File: src/rtl/v2_peak_detector.sv
// ---------------------------------------------------------------------------
// v2_peak_detector
//
// Pulse-height analyser fed by the v2 trapezoidal shaping filter. It finds
// pulses that rise strictly above a signed threshold and measures each one:
// the peak amplitude, the timestamp of the peak sample and the number of
// samples above threshold. Each accepted pulse becomes one event on a
// valid/ready interface.
//
// Optional build macro: PEAK_PILEUP_REJECT_EN
//   defined   - flags pile-up: a pulse that falls and then rises again
//               while still above threshold sets ev_pileup.
//   undefined - no pile-up logic; ev_pileup is tied to 0.
//
// Ports:
//   clk          system clock
//   reset        asynchronous active-low reset
//   enable       detection enable; when low, any pulse in progress is dropped
//   filter_data  signed filter sample, one per clock
//   threshold    signed trigger level, sampled only while idle
//   ev_valid     event available
//   ev_ready     consumer accepts the event
//   ev_amplitude peak value of the pulse
//   ev_time      timestamp of the peak sample
//   ev_width     samples strictly above threshold (saturating)
//   ev_pileup    pile-up flag
//   lost_count   events dropped because the output was busy (saturating)
// ---------------------------------------------------------------------------
module v2_peak_detector #(
    parameter int SIZE_FILTER_DATA = 16,
    parameter int TS_WIDTH         = 32,
    parameter int WIDTH_BITS       = 8,
    parameter int MIN_WIDTH        = 2,
    parameter int HOLDOFF_LEN      = 8
) (
    input  logic                               clk,
    input  logic                               reset,
    input  logic                               enable,
    input  logic signed [SIZE_FILTER_DATA-1:0] filter_data,
    input  logic signed [SIZE_FILTER_DATA-1:0] threshold,
    output logic                               ev_valid,
    input  logic                               ev_ready,
    output logic signed [SIZE_FILTER_DATA-1:0] ev_amplitude,
    output logic        [TS_WIDTH-1:0]         ev_time,
    output logic        [WIDTH_BITS-1:0]       ev_width,
    output logic                               ev_pileup,
    output logic        [15:0]                 lost_count
);

    typedef enum logic [1:0] {
        ST_IDLE    = 2'd0,
        ST_RISE    = 2'd1,
        ST_REPORT  = 2'd2,
        ST_HOLDOFF = 2'd3
    } state_t;

    localparam int              HC_W    = (HOLDOFF_LEN > 1) ? $clog2(HOLDOFF_LEN) : 1;
    localparam logic [HC_W-1:0] HC_LAST = (HOLDOFF_LEN > 0) ? HC_W'(HOLDOFF_LEN - 1) : '0;
    // With no dead time a finished pulse goes straight back to idle.
    localparam state_t          ST_AFTER = (HOLDOFF_LEN == 0) ? ST_IDLE : ST_HOLDOFF;

    state_t                             state_r;
    logic        [TS_WIDTH-1:0]         ts_r;
    logic signed [SIZE_FILTER_DATA-1:0] x_r;
    logic        [TS_WIDTH-1:0]         x_ts_r;
    logic signed [SIZE_FILTER_DATA-1:0] thr_r;
    logic signed [SIZE_FILTER_DATA-1:0] peak_r;
    logic        [TS_WIDTH-1:0]         peak_ts_r;
    logic        [WIDTH_BITS-1:0]       width_r;
    logic        [HC_W-1:0]             hold_cnt_r;
`ifdef PEAK_PILEUP_REJECT_EN
    logic signed [SIZE_FILTER_DATA-1:0] x_prev_r;
    logic                               falling_r;
    logic                               pileup_r;
`endif

    // Input stage: register the sample together with the timestamp it arrived at.
    always_ff @(posedge clk or negedge reset) begin
        if (!reset) begin
            ts_r     <= '0;
            x_r      <= '0;
            x_ts_r   <= '0;
`ifdef PEAK_PILEUP_REJECT_EN
            x_prev_r <= '0;
`endif
        end else begin
            ts_r     <= ts_r + TS_WIDTH'(1);
            x_r      <= filter_data;
            x_ts_r   <= ts_r;
`ifdef PEAK_PILEUP_REJECT_EN
            x_prev_r <= x_r;
`endif
        end
    end

    // Pulse FSM, measurement registers and the registered event output.
    always_ff @(posedge clk or negedge reset) begin
        if (!reset) begin
            state_r      <= ST_IDLE;
            thr_r        <= '0;
            peak_r       <= '0;
            peak_ts_r    <= '0;
            width_r      <= '0;
            hold_cnt_r   <= '0;
            ev_valid     <= 1'b0;
            ev_amplitude <= '0;
            ev_time      <= '0;
            ev_width     <= '0;
            lost_count   <= 16'd0;
`ifdef PEAK_PILEUP_REJECT_EN
            falling_r    <= 1'b0;
            pileup_r     <= 1'b0;
            ev_pileup    <= 1'b0;
`endif
        end else begin
            // A pop clears valid; a REPORT on the same edge reloads it below.
            if (ev_valid && ev_ready) begin
                ev_valid <= 1'b0;
            end
            if (state_r == ST_IDLE) begin
                thr_r <= threshold;
            end
            if (!enable) begin
                state_r <= ST_IDLE;
            end else begin
                case (state_r)
                    ST_IDLE: begin
                        if (x_r > thr_r) begin
                            state_r   <= ST_RISE;
                            peak_r    <= x_r;
                            peak_ts_r <= x_ts_r;
                            width_r   <= WIDTH_BITS'(1);
`ifdef PEAK_PILEUP_REJECT_EN
                            falling_r <= 1'b0;
                            pileup_r  <= 1'b0;
`endif
                        end
                    end
                    ST_RISE: begin
                        if (x_r > thr_r) begin
                            if (width_r != '1) begin
                                width_r <= width_r + WIDTH_BITS'(1);
                            end
                            // Strictly greater: a tie keeps the earlier timestamp.
                            if (x_r > peak_r) begin
                                peak_r    <= x_r;
                                peak_ts_r <= x_ts_r;
                            end
`ifdef PEAK_PILEUP_REJECT_EN
                            if (x_r < x_prev_r) begin
                                falling_r <= 1'b1;
                            end else if (falling_r && (x_r > x_prev_r)) begin
                                pileup_r <= 1'b1;
                            end
`endif
                        end else if (width_r >= WIDTH_BITS'(MIN_WIDTH)) begin
                            state_r <= ST_REPORT;
                        end else begin
                            state_r    <= ST_AFTER;
                            hold_cnt_r <= '0;
                        end
                    end
                    ST_REPORT: begin
                        if (!ev_valid || ev_ready) begin
                            ev_valid     <= 1'b1;
                            ev_amplitude <= peak_r;
                            ev_time      <= peak_ts_r;
                            ev_width     <= width_r;
`ifdef PEAK_PILEUP_REJECT_EN
                            ev_pileup    <= pileup_r;
`endif
                        end else if (lost_count != 16'hFFFF) begin
                            lost_count <= lost_count + 16'd1;
                        end
                        state_r    <= ST_AFTER;
                        hold_cnt_r <= '0;
                    end
                    ST_HOLDOFF: begin
                        if (hold_cnt_r == HC_LAST) begin
                            state_r <= ST_IDLE;
                        end else begin
                            hold_cnt_r <= hold_cnt_r + HC_W'(1);
                        end
                    end
                    default: begin
                        state_r <= ST_IDLE;
                    end
                endcase
            end
        end
    end

`ifndef PEAK_PILEUP_REJECT_EN
    assign ev_pileup = 1'b0;
`endif

endmodule

File: config.mk
export PLATFORM = sky130hd
export DESIGN_NAME = v2_peak_detector
export DESIGN_NICKNAME = d
export VERILOG_FILES = /design/src/rtl/v2_peak_detector.sv
export SDC_FILE = /design/constraint.sdc
export NUM_CORES = 1
export LEC_CHECK = 0
export ABC_CLOCK_PERIOD_IN_PS = 7610
export BUFFER_PORTS_ARGS = -buffer_cell sky130_fd_sc_hd__buf_2
export CAP_MARGIN = 30
export CORE_UTILIZATION = 45
export DETAILED_ROUTE_END_ITERATION = 6
export GPL_TIMING_DRIVEN = 1
export PLACE_DENSITY = 0.7
export SYNTH_ARGS = -nofsm -noshare
export SYNTH_HDL_FRONTEND = slang
export SYNTH_SLANG_ARGS = --single-unit
File: constraint.sdc
create_clock -name clk -period 7.61 [get_ports clk]
set_clock_uncertainty 0.1 [all_clocks]
set_input_delay 0.3805 -clock clk [delete_from_list [all_inputs] [get_ports clk]]
set_output_delay 0.3805 -clock clk [all_outputs]
set_load 0.03 [all_outputs]
==> impl_table.tex <==
\begin{tabular}{lr}
\hline
Metric & Value \\
\hline
\multicolumn{2}{l}{\textbf{Clock network}} \\
Maximum level of the CTS H-tree & 1 \\
Clk root buf & clkbuf\_16 \\
Setup bufs post-CTS & 0 \\
CTS buffer count & 24 \\
Clock-pin slew on the worst setup and hold paths & 60 ps \\
Number of gates given a new drive strength after cts & 0 \\
Clk\_lat worst skew & 510 ps \\
Maximum root-to-sink buffer count & 3 \\
Count of hold buffers inserted by post-cts repair & 29 \\
Clock tree from TritonCTS & done \\
Clock Sinks & 230 \\
\multicolumn{2}{l}{\textbf{GRT}} \\
Initial antenna violation count & 0 \\
Pin count of the biggest net entering global routing & 81 \\
Aggregate global-route resource usage & 16.86\% \\
Global-route wire length before repair & 29160 um \\
Vias in the first global route & 5783 \\
Overflow after GRT & 0 \\
\multicolumn{2}{l}{\textbf{Pwr}} \\
Power density over cell area & 326.7 nW/um\^{}2 \\
LEAKAGE & 5.796 nW \\
Worst voltage drop across the vdd grid & 0.0001612 V \\
\multicolumn{2}{l}{\textbf{Critical path}} \\
Cell family with the largest share of critical-path delay & simple AND/OR/NAND/NOR gates \\
Worst reg2reg setup slack & 4190 ps \\
Category of the worst setup path capture point & flop \\
Data arrival, critical path & 3720 ps \\
Capture point of the worst path & peak\_ts\_r[11] \\
Startpoint of the lowest-slack register-to-register path & x\_r[15] \\
Cell occurring most often along the worst timing path & nor4\_2 \\
CP Launch Type & flop \\
Critical path data required time & 7900 ps \\
Critical path startpoint & x\_r[15] \\
CP bufs+invs & 1 \\
Library cell contributing the largest single delay on the critical path & nor4\_2 \\
Worst-case reg-to-reg path depth & 9 \\
Crit path largest cell delay & 670 ps \\
Type of the setup path with the least slack & reg2reg \\
Worst path depth & 9 \\
Maximum fanout count along the critical path & 48 \\
Worst r2r dst & peak\_ts\_r[11] \\
Worst-path cell chain & ha\_1 -> nand4\_2 -> nor4\_2 -> a21boi\_2 -> nor4\_2 -> o21bai\_2 -> a21oi\_4 -> buf\_4 -> mux2\_2 \\
\multicolumn{2}{l}{\textbf{Placement}} \\
Final RePlAce weighted congestion & 0.7990 \\
Count of buffers inserted at the top-level ports & 108 \\
Detail Placement HPWL & 11200 um \\
Post-Place Setup Slack & 4206 ps \\
\multicolumn{2}{l}{\textbf{Final layout}} \\
Fin util & 56.24\% \\
Area growth from synthesis to layout & 22.10\% \\
Fraction of layout cells with a size suffix above 1 & 28.72\% \\
Number of nets in the final layout & 936 \\
Final antenna diode count & 0 \\
\multicolumn{2}{l}{\textbf{Synthesis}} \\
Average footprint of a synthesized cell & 13.29 sq um \\
Number of flops mapped to enable cells by yosys & 0 \\
Net count of the mapped netlist & 785 \\
Share of synthesized registers carrying an async set or reset & 100.0\% \\
Main synth FF type & dfrtp\_1 \\
Area share of the largest cell type after synthesis & 61.36\% \\
Yosys synthesis warning count & 0 \\
Yosys reg bits & 230 \\
Sequential share of the synthesized area & 61.36\% \\
Top post-synthesis cells by count & dfrtp\_1, mux2\_2, nand2\_1 \\
Post-Synthesis Cells & 706 \\
Area of the mapped netlist & 9380 sq um \\
Synth area leaders & dfrtp\_1, mux2\_2, ha\_1, xnor2\_1, nand2\_1 \\
Library cell with the highest instance count after synthesis & dfrtp\_1 \\
Unique masters post-synth & 50 \\
Leading area contributor after synthesis & dfrtp\_1 \\
\multicolumn{2}{l}{\textbf{Floorplan}} \\
Area of the placeable core & 20360 sq um \\
Height of the chip & 146.4 um \\
Die Footprint & 21430 sq um \\
Die span in x & 146.4 um \\
Starting density of the core & 46.06\% \\
Std-Cell Rows & 52 \\
I/O pins & 110 \\
\multicolumn{2}{l}{\textbf{Worst hold path}} \\
Worst hold path class & in2reg \\
Cell depth of the worst hold path & 3 \\
Start point of the worst hold path & threshold[14] \\
\multicolumn{2}{l}{\textbf{Drt}} \\
Residual DRC count & 0 \\
Antenna violation net count after detailed routing & 0 \\
Via density & 4.952 \\
Violation count after the first detailed-routing iteration & 317 \\
Length of the first detailed-routing pass in iterations & 4 \\
Number of vias after detailed routing & 5665 \\
Average wire per cell in the routed design & 15.23 um \\
Total routed wirelength & 17420 um \\
\multicolumn{2}{l}{\textbf{Timing}} \\
Unrepaired setup endpoints after global routing & false \\
Final setup vio count & 0 \\
Final Hold Vio Count & 0 \\
Setup TNS & 0 ps \\
Post-layout worst setup margin & 4188 ps \\
Max-Slew Margin vs Limit & 48.75\% \\
Final Max Slew Viols & 0 \\
Ratio of final minimum period to clock period & 44.96\% \\
Max Fclk & 292.2 MHz \\
Shortest clock period the worst path allows after layout & 3422 ps \\
Actual transition at the worst max-transition pin & 768.8 ps \\
\multicolumn{2}{l}{\textbf{Outcome}} \\
Status & complete, no violations \\
\multicolumn{2}{l}{\textbf{Run}} \\
Max-cap viol count & 0 \\
\hline
\end{tabular}
## layer usage
layer,up-vias,wire length [um],track usage [%]
met5,-,0,0
met4,0,338,4.010
met3,27,742,3.031
met2,104,8152,27.74
met1,2796,8190,23.28
li1,2738,-,-
## where the power goes
part | internal (mW) | switching, mW | total [mW]
clock | 0.814 | 0.475 | 1.29
sequential | 1.41 | 0.111 | 1.52
combinational | 0.376 | 0.558 | 0.934
total | 2.60 | 1.14 | 3.74
## final cells by class
type	count	area, sq um
repair buffers	144	940.9
fillers	1682	8911
clock buffers	31	656.9
inverters	41	153.9
clock inverters	12	229.0
well taps	270	337.8
multi-input cells	416	3379
flip-flops and latches	230	5756
## cell families (layout without fill, tap and decap cells)
logic type               Yosys count  count (layout)  synth area share [%]
other                              1               1               0.03998
adder cells (fa/ha/maj)           43              43                 5.736
multiplexers                     112             112                 13.39
buffers and inverters             60             228                 2.774
AO/OA/AOI/OAI                     66              66                 4.402
XOR/XNOR                          45              45                 4.202
flip-flops                       230             230                 61.36
AND/OR/NAND/NOR                  149             149                 8.097
## flip-flops by register name, summed over array words and instances (netlist names), 3 cells and up
register      cells
ev_amplitude     16
ev_time          32
ev_width          8
hold_cnt_r        3
lost_count       16
peak_r           16
peak_ts_r        32
thr_r            16
ts_r             32
width_r           8
x_r              16
x_ts_r           32
## tightest hold or removal path, stage by stage
cell and delay, ps:
buf_2 70, nand2_1 60, o21ai_0 70
## per-stage QoR
step / std cells / hold WS, ps / cell area [sq um] / power, mW
6_report: 1144 / 18.91 / 11450 / 3.742
3_3_place_gp: 1069 / 285.7 / 10210 / 2.439
4_1_cts: 1142 / 3.223 / 11400 / 3.790
2_1_floorplan: 706 / -15.09 / 9380 / 2.198
3_5_place_dp: 1070 / 277.6 / 10220 / 2.467
5_1_grt: 1144 / 20.25 / 11450 / 3.958
## layout by cell type (no fill, tap or decap), types with 3 or more instances in the layout
cell type,count
and4_1,7
buf_2,107
mux2i_1,4
xnor2_1,34
dlygate4sd3_1,29
nand4_1,5
nand2_1,63
mux2_2,88
xor2_1,11
bufinv_16,6
nor2_1,16
mux2_1,20
clkbuf_1,4
nor2b_1,6
inv_1,41
a21oi_1,15
and3_1,14
nand3_1,21
o21ai_0,27
ha_1,43
dfrtp_1,230
a21o_1,3
clkinvlp_4,3
clkbuf_16,24
clkbuf_8,3
buf_4,4
## how the worst min path moves through the flow
stage | to | slack, ps
2_1_floorplan | ev_amplitude[0] | -20
3_3_place_gp | ev_amplitude[12] | 290
3_5_place_dp | thr_r[7] | 280
4_1_cts | thr_r[14] | 3
5_1_grt | thr_r[14] | 20
6_report | thr_r[14] | 20
(Power assumes the default switching activity.)
